[config.mk]
export PLATFORM = sky130hd
export DESIGN_NAME = alu_operand_stage_flat
export DESIGN_NICKNAME = d
export VERILOG_FILES = /design/src/rtl/alu_src_pkg.sv /design/src/rtl/alu_operand_stage_if.sv /design/src/rtl/alu_operand_fwd.sv /design/src/rtl/alu_operand_stage.sv /design/src/flat_wrapper.sv
export SDC_FILE = /design/constraint.sdc
export NUM_CORES = 1
export LEC_CHECK = 0
export CAP_MARGIN = 40
export CORE_MARGIN = 3
export CORE_UTILIZATION = 32
export CTS_CLUSTER_DIAMETER = 150
export DETAILED_ROUTE_END_ITERATION = 6
export GPL_ROUTABILITY_DRIVEN = 0
export PLACE_DENSITY = 0.86
export RECOVER_POWER = 25
export SYNTH_ARGS = -nofsm -noshare
export SYNTH_HDL_FRONTEND = slang
export SYNTH_SLANG_ARGS = --single-unit
[constraint.sdc]
create_clock -name clk -period 1.4 [get_ports clk]
set_input_delay 0.28 -clock clk [delete_from_list [all_inputs] [get_ports clk]]
set_output_delay 0.28 -clock clk [all_outputs]
set_load 0.05 [all_outputs]
[src/rtl/alu_src_pkg.sv]
// ALU operand-select types: source-mode encoding and legality check.
// Shared by the operand stage, its interface and forwarding unit.
package alu_src_pkg;

  localparam int SRC_CTRL_W = 3;

  typedef enum logic [SRC_CTRL_W-1:0] {
    SRC_RR   = 3'd0,
    SRC_IMMZ = 3'd1,
    SRC_IMMS = 3'd2,
    SRC_SHV  = 3'd3,
    SRC_SHC  = 3'd4,
    SRC_LUI  = 3'd5
  } src_ctrl_e;

  function automatic logic is_legal_src(
    input logic [SRC_CTRL_W-1:0] s
  );
    return s <= SRC_LUI;
  endfunction

endpackage

[src/rtl/alu_operand_stage_if.sv]
// ID -> operand stage -> EX bundle with forwarding sources.
// master drives instructions and out_ready; slave is the stage.
interface alu_operand_stage_if
  import alu_src_pkg::*;
#(
  parameter int XLEN    = 32,
  parameter int IMM_W   = 16,
  parameter int SHAMT_W = $clog2(XLEN),
  parameter int RADDR_W = 5
);

  logic                  in_valid;
  logic                  in_ready;
  logic [SRC_CTRL_W-1:0] src_ctrl;
  logic [RADDR_W-1:0]    rs_addr;
  logic [RADDR_W-1:0]    rt_addr;
  logic [XLEN-1:0]       reg_a;
  logic [XLEN-1:0]       reg_b;
  logic [SHAMT_W-1:0]    shamt;
  logic [IMM_W-1:0]      imm;
  logic                  exm_we;
  logic [RADDR_W-1:0]    exm_addr;
  logic [XLEN-1:0]       exm_data;
  logic                  wb_we;
  logic [RADDR_W-1:0]    wb_addr;
  logic [XLEN-1:0]       wb_data;
  logic                  flush;
  logic                  out_ready;
  logic                  out_valid;
  logic [XLEN-1:0]       out_a;
  logic [XLEN-1:0]       out_b;
  logic                  out_err;

  modport master (
    output in_valid, src_ctrl,
    output rs_addr, rt_addr,
    output reg_a, reg_b,
    output shamt, imm,
    output exm_we, exm_addr, exm_data,
    output wb_we, wb_addr, wb_data,
    output flush, out_ready,
    input  in_ready, out_valid,
    input  out_a, out_b, out_err
  );

  modport slave (
    input  in_valid, src_ctrl,
    input  rs_addr, rt_addr,
    input  reg_a, reg_b,
    input  shamt, imm,
    input  exm_we, exm_addr, exm_data,
    input  wb_we, wb_addr, wb_data,
    input  flush, out_ready,
    output in_ready, out_valid,
    output out_a, out_b, out_err
  );

endinterface

[src/rtl/alu_operand_fwd.sv]
// Forwarding mux for one source operand.
// EX/MEM beats MEM/WB; register 0 is never forwarded.
module alu_operand_fwd #(
  parameter int XLEN    = 32,
  parameter int RADDR_W = 5
) (
  input  logic [RADDR_W-1:0] addr,
  input  logic [XLEN-1:0]    reg_data,
  input  logic               exm_we,
  input  logic [RADDR_W-1:0] exm_addr,
  input  logic [XLEN-1:0]    exm_data,
  input  logic               wb_we,
  input  logic [RADDR_W-1:0] wb_addr,
  input  logic [XLEN-1:0]    wb_data,
  output logic [XLEN-1:0]    data
);

  logic nz;
  logic exm_hit;
  logic wb_hit;

  assign nz      = addr != '0;
  assign exm_hit = exm_we && (exm_addr == addr) && nz;
  assign wb_hit  = wb_we && (wb_addr == addr) && nz;

  always_comb begin
    data = reg_data;
    if (exm_hit) begin
      data = exm_data;
    end else if (wb_hit) begin
      data = wb_data;
    end
  end

endmodule

[src/rtl/alu_operand_stage.sv]
// Registered ALU operand select between ID and EX, one-deep skid-free.
// Define ALU_OPERAND_FWD_EN to enable EX/MEM and MEM/WB forwarding.
module alu_operand_stage
  import alu_src_pkg::*;
#(
  parameter int XLEN    = 32,
  parameter int IMM_W   = 16,
  parameter int SHAMT_W = $clog2(XLEN),
  parameter int RADDR_W = 5
) (
  input  logic              clk,
  input  logic              rst_n,
  alu_operand_stage_if.slave io
);

  if (XLEN < IMM_W || (XLEN & (XLEN - 1)) != 0 ||
      SHAMT_W != $clog2(XLEN) || RADDR_W < 1) begin : g_bad_cfg
    $error("alu_operand_stage: bad parameters");
  end

  logic [XLEN-1:0] a;
  logic [XLEN-1:0] b;

`ifdef ALU_OPERAND_FWD_EN
  alu_operand_fwd #(
    .XLEN   (XLEN),
    .RADDR_W(RADDR_W)
  ) u_fwd_rs (
    .addr    (io.rs_addr),
    .reg_data(io.reg_a),
    .exm_we  (io.exm_we),
    .exm_addr(io.exm_addr),
    .exm_data(io.exm_data),
    .wb_we   (io.wb_we),
    .wb_addr (io.wb_addr),
    .wb_data (io.wb_data),
    .data    (a)
  );

  alu_operand_fwd #(
    .XLEN   (XLEN),
    .RADDR_W(RADDR_W)
  ) u_fwd_rt (
    .addr    (io.rt_addr),
    .reg_data(io.reg_b),
    .exm_we  (io.exm_we),
    .exm_addr(io.exm_addr),
    .exm_data(io.exm_data),
    .wb_we   (io.wb_we),
    .wb_addr (io.wb_addr),
    .wb_data (io.wb_data),
    .data    (b)
  );
`else
  assign a = io.reg_a;
  assign b = io.reg_b;
`endif

  logic [XLEN-1:0] sel_a;
  logic [XLEN-1:0] sel_b;
  logic            sel_err;

  always_comb begin
    sel_a   = '0;
    sel_b   = '0;
    sel_err = !is_legal_src(io.src_ctrl);
    case (io.src_ctrl)
      SRC_RR: begin
        sel_a = a;
        sel_b = b;
      end
      SRC_IMMZ: begin
        sel_a = a;
        sel_b = XLEN'(io.imm);
      end
      SRC_IMMS: begin
        sel_a = a;
        sel_b = XLEN'($signed(io.imm));
      end
      SRC_SHV: begin
        sel_a = b;
        sel_b = XLEN'(a[SHAMT_W-1:0]);
      end
      SRC_SHC: begin
        sel_a = b;
        sel_b = XLEN'(io.shamt);
      end
      SRC_LUI: begin
        sel_b = XLEN'(io.imm) << (XLEN - IMM_W);
      end
      default: begin
        sel_a = '0;
        sel_b = '0;
      end
    endcase
  end

  logic            valid_q, valid_d;
  logic [XLEN-1:0] a_q, a_d;
  logic [XLEN-1:0] b_q, b_d;
  logic            err_q, err_d;
  logic            xfer;

  assign io.in_ready = !valid_q || io.out_ready;
  assign xfer        = io.in_valid && io.in_ready;

  // flush wins over a same-edge transfer
  always_comb begin
    valid_d = valid_q;
    a_d     = a_q;
    b_d     = b_q;
    err_d   = err_q;
    if (io.flush) begin
      valid_d = 1'b0;
    end else if (xfer) begin
      valid_d = 1'b1;
      a_d     = sel_a;
      b_d     = sel_b;
      err_d   = sel_err;
    end else if (io.out_ready) begin
      valid_d = 1'b0;
    end
  end

  always_ff @(posedge clk or negedge rst_n) begin
    if (!rst_n) begin
      valid_q <= 1'b0;
      a_q     <= '0;
      b_q     <= '0;
      err_q   <= 1'b0;
    end else begin
      valid_q <= valid_d;
      a_q     <= a_d;
      b_q     <= b_d;
      err_q   <= err_d;
    end
  end

  assign io.out_valid = valid_q;
  assign io.out_a     = a_q;
  assign io.out_b     = b_q;
  assign io.out_err   = err_q;

endmodule

[src/flat_wrapper.sv]
// flat-port wrapper written by rule: the top's interface ports become plain ports
module alu_operand_stage_flat import alu_src_pkg::*;
#(
  parameter int XLEN    = 32,
  parameter int IMM_W   = 16,
  parameter int SHAMT_W = $clog2(XLEN),
  parameter int RADDR_W = 5
)
  (clk, rst_n, io_in_valid, io_src_ctrl, io_rs_addr, io_rt_addr, io_reg_a, io_reg_b, io_shamt, io_imm, io_exm_we, io_exm_addr, io_exm_data, io_wb_we, io_wb_addr, io_wb_data, io_flush, io_out_ready, io_in_ready, io_out_valid, io_out_a, io_out_b, io_out_err);
  alu_operand_stage_if #(.XLEN(XLEN), .IMM_W(IMM_W), .SHAMT_W(SHAMT_W), .RADDR_W(RADDR_W)) io_i ();
  input  logic clk;
  input  logic rst_n;
  input wire logic [$bits(io_i.in_valid)-1:0] io_in_valid;
  input wire logic [$bits(io_i.src_ctrl)-1:0] io_src_ctrl;
  input wire logic [$bits(io_i.rs_addr)-1:0] io_rs_addr;
  input wire logic [$bits(io_i.rt_addr)-1:0] io_rt_addr;
  input wire logic [$bits(io_i.reg_a)-1:0] io_reg_a;
  input wire logic [$bits(io_i.reg_b)-1:0] io_reg_b;
  input wire logic [$bits(io_i.shamt)-1:0] io_shamt;
  input wire logic [$bits(io_i.imm)-1:0] io_imm;
  input wire logic [$bits(io_i.exm_we)-1:0] io_exm_we;
  input wire logic [$bits(io_i.exm_addr)-1:0] io_exm_addr;
  input wire logic [$bits(io_i.exm_data)-1:0] io_exm_data;
  input wire logic [$bits(io_i.wb_we)-1:0] io_wb_we;
  input wire logic [$bits(io_i.wb_addr)-1:0] io_wb_addr;
  input wire logic [$bits(io_i.wb_data)-1:0] io_wb_data;
  input wire logic [$bits(io_i.flush)-1:0] io_flush;
  input wire logic [$bits(io_i.out_ready)-1:0] io_out_ready;
  output wire logic [$bits(io_i.in_ready)-1:0] io_in_ready;
  output wire logic [$bits(io_i.out_valid)-1:0] io_out_valid;
  output wire logic [$bits(io_i.out_a)-1:0] io_out_a;
  output wire logic [$bits(io_i.out_b)-1:0] io_out_b;
  output wire logic [$bits(io_i.out_err)-1:0] io_out_err;
  assign io_i.in_valid = io_in_valid;
  assign io_i.src_ctrl = io_src_ctrl;
  assign io_i.rs_addr = io_rs_addr;
  assign io_i.rt_addr = io_rt_addr;
  assign io_i.reg_a = io_reg_a;
  assign io_i.reg_b = io_reg_b;
  assign io_i.shamt = io_shamt;
  assign io_i.imm = io_imm;
  assign io_i.exm_we = io_exm_we;
  assign io_i.exm_addr = io_exm_addr;
  assign io_i.exm_data = io_exm_data;
  assign io_i.wb_we = io_wb_we;
  assign io_i.wb_addr = io_wb_addr;
  assign io_i.wb_data = io_wb_data;
  assign io_i.flush = io_flush;
  assign io_i.out_ready = io_out_ready;
  assign io_in_ready = io_i.in_ready;
  assign io_out_valid = io_i.out_valid;
  assign io_out_a = io_i.out_a;
  assign io_out_b = io_i.out_b;
  assign io_out_err = io_i.out_err;
  alu_operand_stage #(.XLEN(XLEN), .IMM_W(IMM_W), .SHAMT_W(SHAMT_W), .RADDR_W(RADDR_W)) u_core (.clk(clk), .rst_n(rst_n), .io(io_i));
endmodule
==> flow_metrics.tcl, run 1 <==
set metrics [dict create \
    synth_seq_area_share_pct 46.7 \
    p_leak_nw 2.77 \
    drv_cap 0 \
    grt_setup_unrepaired "true" \
    place_ws_ns -0.510 \
    path_max_fanout 2 \
    path_class "in2out" \
    r2r_setup_slack_ns 0.04 \
    netSwitchingPower_mw 2.74 \
    routed.top_layer "met4" \
    dr_wl_met3_um 1060 \
    setup_tns_ns -0.0887 \
    critPathArrivalTime_ns 1.21 \
    setup_ws_ns -0.0887 \
    clkLatencyLatePin_ns 0.35 \
    wl_met1_um 5210 \
    drv_slew 0 \
    synth_top_area_share_pct 46.7 \
    start_kind "input port" \
    dpl.hpwl_um 10000 \
    grt_pass1_wl_um 20800 \
    rows 37 \
    io_pins 246 \
    ys_ff_latch 66 \
    violations "setup timing" \
    multi_input_area_um2 1780 \
    drt-total-wl_um 13100 \
    finalClockSkew_ns 0.00998 \
    drt_pass1_iterations 4 \
    switching_share_pct 36.8 \
    place.port_buffers 159 \
    final.min_clock_period_ns 1.49 \
    cts_tree "done" \
    h-tree-depth 3 \
    netlist_instances 305 \
    syn-num-nets 484 \
    syn_area_um2 3530 \
    numCtsBuffers 9 \
    synth_edf_count 0 \
    synth.most_common_cell "dfrtp_1" \
    dieWidth_um 111 \
    whs_ns 0.555 \
    synth_top_flop_cell "dfrtp_1" \
    die_height_um 111 \
    slew_headroom_pct 43.0 \
    drive_above_1_share_pct 31.2 \
    die_area_um2 12300 \
    irDropWorstVdd_v 0.000586 \
    nets 674 \
    synthTopCellsByCount "dfrtp_1 (66), mux2i_1 (43), o2bb2ai_1 (43)" \
    synthToLayoutAreaGrowth_pct 86.4 \
    drt-vias-per-instance 5.53 \
    setup_violations 1 \
    fin_crit_sh_pct 106 \
    wl_per_cell_um 20.6 \
    cts.path.max_buffers 2 \
    grt_max_degree 67 \
    seqCellArea_um2 1650 \
    n_antenna_cell 0 \
    route.met2.wl_um 6620 \
    async_reset_ff_share_pct 100 \
    p_clk_share_pct 21.7 \
    postRouteAntennaNets 0 \
    fmaxAchievable_ghz 0.672 \
    grt_use_total_pct 21.3 \
    fill_cells 802 \
    synth.largest_area_cell "dfrtp_1" \
    clock_sinks 66 \
    p_int_mw 4.72 \
    core_um2 10500 \
    drt_iter0_drc 189 \
    grt_pass1_vias 3768 \
    avgSynthCellArea_um2 11.6 \
    p_per_area_nw_per_um2 1130 \
    ys_types 32 \
    cts_root_buf "clkbuf_8" \
    final-hold-violation-count 0 \
    num_vias 3517 \
    tightest_slew_ns 0.855 \
    initial_core_util_pct 33.6 \
    pwr-share-comb_pct 44.7 \
    drc 0 \
    status "complete, but fails checks" \
    yosys_warnings 0 \
    hold_path_class "reg2reg" \
    required_ns 1.12 \
    antenna_found_initial 0 \
    synthTopCellsByArea "dfrtp_1 (47%), mux2i_1 (12%), o2bb2ai_1 (11%)" \
    overflow 0 \
    clkTransAtPathRegs_ns 0.08 \
    seqPwrFrac_pct 33.6 \
    cp-end-kind "primary output" \
]
## layout by cell type, fill, tap and decap left out, types with 2 or more instances in the layout
| cell | netlist | routed |
|---|---|---|
| o2bb2ai_1 | 43 | 42 |
| a21oi_1 | 16 | 15 |
| mux2_2 | 5 | 5 |
| o221ai_1 | 5 | 4 |
| nor2_1 | 4 | 3 |
| nand3_1 | 18 | 16 |
| clkinvlp_4 | 0 | 2 |
| or3b_1 | 16 | 16 |
| o21ai_0 | 7 | 7 |
| buf_12 | 1 | 73 |
| mux2i_1 | 43 | 42 |
| clkinv_4 | 0 | 2 |
| buf_2 | 18 | 3 |
| clkdlybuf4s50_1 | 0 | 88 |
| a22oi_1 | 5 | 5 |
| buf_4 | 3 | 31 |
| nand2_1 | 2 | 2 |
| clkbuf_8 | 0 | 9 |
| nand3_4 | 0 | 2 |
| dfrtp_1 | 66 | 65 |
| nand4_1 | 5 | 5 |
| o22a_1 | 16 | 16 |
| nor2b_1 | 4 | 2 |
| buf_8 | 0 | 2 |
| a22o_1 | 11 | 11 |
| buf_6 | 3 | 8 |
## final cells by class
type,count,area share [%]
Tap cell,136,2.58
Timing Repair Buffer,209,42.1
Clock inverter,6,1.03
Sequential cell,66,25.1
Multi-Input combinational cell,208,27.1
Clock buffer,10,1.94
Inverter,1,0.171
## path summary, 6_finish.rpt
path,start,to,cells after the start
setup / recovery,io_out_ready,io_in_ready,5
min in group asynchronous,rst_n,u_core.io.out_err$_DFFE_PN0P_,3
max in group asynchronous,rst_n,u_core.io.out_valid$_DFFE_PN0P_,3
setup reg to reg,u_core.io.out_valid$_DFFE_PN0P_,u_core.io.out_b[19]$_DFFE_PN0P_,6
hold / removal,u_core.io.out_a[9]$_DFFE_PN0P_,u_core.io.out_a[9]$_DFFE_PN0P_,1
hold reg to reg,u_core.io.out_a[9]$_DFFE_PN0P_,u_core.io.out_a[9]$_DFFE_PN0P_,1
## registers in the layout (all words and copies together) (netlist names)
signal,flops
u_core.io.out_valid,1
u_core.io.out_err,1
u_core.io.out_b,32
u_core.io.out_a,32
## critical path, stage by stage
cell             delay (ns)
clkdlybuf4s50_1        0.45
nor2b_4                0.20
inv_8                  0.04
buf_6                  0.11
buf_8                  0.14
## kinds of logic (layout without fill, tap and decap cells)
kind of cell / count (synthesis) / in the layout / synth area share, %
AOI/OAI and AO/OA: 107 / 107 / 24.6
buffers and inverters: 31 / 226 / 5.38
DFF: 66 / 66 / 46.7
muxes: 48 / 48 / 13.8
and+or+nand+nor: 53 / 53 / 9.53
## metal layers
| metal | track usage (%) | vias to the layer above |
|---|---|---|
| met5 | 0 | - |
| met4 | 7.46 | 0 |
| met3 | 5.35 | 19 |
| met2 | 35.9 | 181 |
| met1 | 26.4 | 1740 |
| li1 | - | 1577 |
## power by group through the flow
stage                     sequential [mW]  clock, mW  combinational (mW)
after detailed placement             2.54          0                3.29
after floorplan                      3.32          0               0.588
after global placement               2.53          0                3.24
after CTS                            2.51       1.66                3.33
after global routing                 2.54       1.76                3.46
final                                2.51       1.62                3.34
## timing repair
item	in CTS	in global routing
cloned	1	1
endpoints found under the hold margin	66	0
hold buffers	1	0
buffers inserted	3	3
pin swaps	3	3
gates resized for setup	15	15
setup endpoints to repair	48	40
## through the flow
step                      instance area [um2]  cells  power, mW  utilization (%)
after floorplan                          3570    305       3.91                -
after global placement                   6190    612       5.77             58.9
after detailed placement                 6190    612       5.83             58.9
after CTS                                6500    632       7.50             61.8
after global routing                     6590    636       7.76             62.7
final                                    6590    636       7.47             62.7
Power figures use the tool's default switching activity.
==> run 2, diff against run 1 <==
- SETUP_SLACK_MARGIN: not set -> 0.15
==> run 2 against run 1 <==
Against the previous run:
- the flow still finishes with violations (setup timing)
- clock power is 14% higher
- combinational power is 11% higher
- largest cell class unchanged
- clock-buffer cell count unchanged
- critical path depth is 3 higher
- first-iteration DRC count decreased by 5.8%
- critical path type is now reg2reg
==> flow_metrics.tcl, run 2 (synthesis results as in run 1) <==
set metrics [dict create \
    slowest_delay_ns 0.40 \
    setup_violations 43 \
    status "complete, but fails checks" \
    hold_path_class "in2reg" \
    cp_slowest_cell "dfrtp_2" \
    clock_sinks 66 \
    place_ws_ns -0.416 \
    clkLatencyLatePin_ns 0.34 \
    layout_common_cells "clkdlybuf4s50_1 (85), buf_12 (78), dfrtp_1 (62)" \
    crit_top_cell "buf_6" \
    nets 695 \
    setup_ws_ns -0.0758 \
    grt_pass1_wl_um 22300 \
    cts_tree "done" \
    drive_above_1_share_pct 39.5 \
    violations "setup timing" \
    core_um2 10500 \
    place.port_buffers 159 \
    grt_setup_unrepaired "true" \
    grt_pass1_vias 3897 \
    cts.path.max_buffers 2 \
    dpl.hpwl_um 9870 \
    mostFrequentLayoutCell "clkdlybuf4s50_1" \
    overflow 0 \
    clkTransAtPathRegs_ns 0.08 \
    start_kind "register" \
    cts_root_buf "clkbuf_8" \
    critPathArrivalTime_ns 1.75 \
    grt_max_degree 67 \
    p_per_area_nw_per_um2 1110 \
    drt_iter0_drc 178 \
    dieWidth_um 111 \
    path_max_fanout 5 \
    drv_slew 0 \
    initial_core_util_pct 33.6 \
    drc 0 \
    rows 37 \
    io_pins 246 \
    grt_use_total_pct 23.1 \
    die_area_um2 12300 \
    path_cells "nor2b_4, buf_6, inv_8, buf_6, nand3_4, buf_12, buf_16, o2bb2ai_4" \
    n_antenna_cell 0 \
    final-hold-violation-count 0 \
    final.min_clock_period_ns 1.48 \
    finalClockSkew_ns 0.00559 \
    fin_crit_sh_pct 105 \
    path_class "reg2reg" \
    drt-total-wl_um 14700 \
    p_leak_nw 3.05 \
    postRouteAntennaNets 0 \
    antenna_found_initial 0 \
    die_height_um 111 \
    drt_pass1_iterations 4 \
    num_vias 3569 \
    h-tree-depth 3 \
    irDropWorstVdd_v 0.000784 \
    drt-vias-per-instance 5.43 \
    wl_per_cell_um 22.3 \
    whs_ns 0.265 \
    required_ns 1.68 \
    cp-end-kind "register" \
    numCtsBuffers 9 \
    slew_headroom_pct 42.2 \
    drv_cap 0 \
    tightest_slew_ns 0.867 \
    synthToLayoutAreaGrowth_pct 106 \
    fmaxAchievable_ghz 0.678 \
]
==> run 2: changes by cell type in the layout (fill, tap and decap cells not counted), moves of 4 or more <==
cell,delta
buf_4,+7
buf_12,+5
o2bb2ai_2,+9
buf_16,+7
o2bb2ai_4,+11
o21ai_0,-7
o2bb2ai_1,-20
o21ai_1,+4
==> run 2: metal layers <==
layer  track usage [%]  up-vias  part of all wire (%)
met5                 0        -                     0
met2              41.9      170                    53
met4              4.22        0                   1.4
li1                  -     1630                     -
met3              5.90       18                   7.3
met1              28.0     1751                    38
==> run 2: worst max-delay path: cells and delay by family, from the launching register on <==
| family | cells | cell delay [ns] |
|---|---|---|
| DFF | 1 | 0.40 |
| buffers and inverters | 5 | 0.60 |
| and+or+nand+nor | 2 | 0.28 |
| AOI/OAI and AO/OA | 1 | 0.11 |
==> run 2: cell type report <==
type,count,area (um2)
clock buffer,10,138
clock inverter,6,90.1
timing repair buffer,230,3150
inverter,1,11.3
fill,732,3230
tap,136,170
multi-input combinational,208,2070
sequential,66,1660
==> run 2: per-stage QoR <==
| stage | setup TNS (ns) | instance area, um2 | total power, mW | std cells | util [%] |
|---|---|---|---|---|---|
| after CTS | -1.30 | 7050 | 7.93 | 648 | 67.0 |
| after global routing | -4.64 | 7280 | 8.33 | 657 | 69.3 |
| final | -2.00 | 7280 | 8.07 | 657 | 69.3 |
| after floorplan | -4.46 | 3570 | 3.91 | 305 | - |
| after global placement | -20.63 | 6150 | 5.76 | 607 | 58.5 |
| after detailed placement | -22.43 | 6150 | 5.82 | 607 | 58.5 |
==> run 2: path summary, 6_finish.rpt <==
check	cells past startpoint	start	slack, ns	end
min	2	io_flush	0.26	u_core.io.out_valid$_DFFE_PN0P_
max in group asynchronous	3	rst_n	0.11	u_core.io.out_a[17]$_DFFE_PN0P_
min reg2reg	1	u_core.io.out_a[2]$_DFFE_PN0P_	0.56	u_core.io.out_a[2]$_DFFE_PN0P_
max reg2reg	8	u_core.io.out_valid$_DFFE_PN0P_	-0.08	u_core.io.out_a[26]$_DFFE_PN0P_
min in group asynchronous	3	rst_n	0.65	u_core.io.out_b[4]$_DFFE_PN0P_
max	8	u_core.io.out_valid$_DFFE_PN0P_	-0.08	u_core.io.out_a[26]$_DFFE_PN0P_
==> run 2: power by group <==
group          total [mW]  internal (mW)  leakage, nW  switching, mW
Combinational        3.70           1.95         2.11           1.75
Clock                1.84           1.05        0.112          0.785
Sequential           2.54           2.18        0.833          0.358
==> run 2: repair_timing <==
action,CTS,global route
setup buffers,16,8
gates cloned,8,1
pin swaps,14,14
hold buffers,1,0
setup endpoints to repair,67,81
resized for setup,71,22
hold endpoints to repair,66,0
==> run 3, diff against run 2 <==
- CAP_MARGIN: 40 -> 20
==> results of run 3 <==
The final DEF is identical to that of run 2; final timing and power are the same.
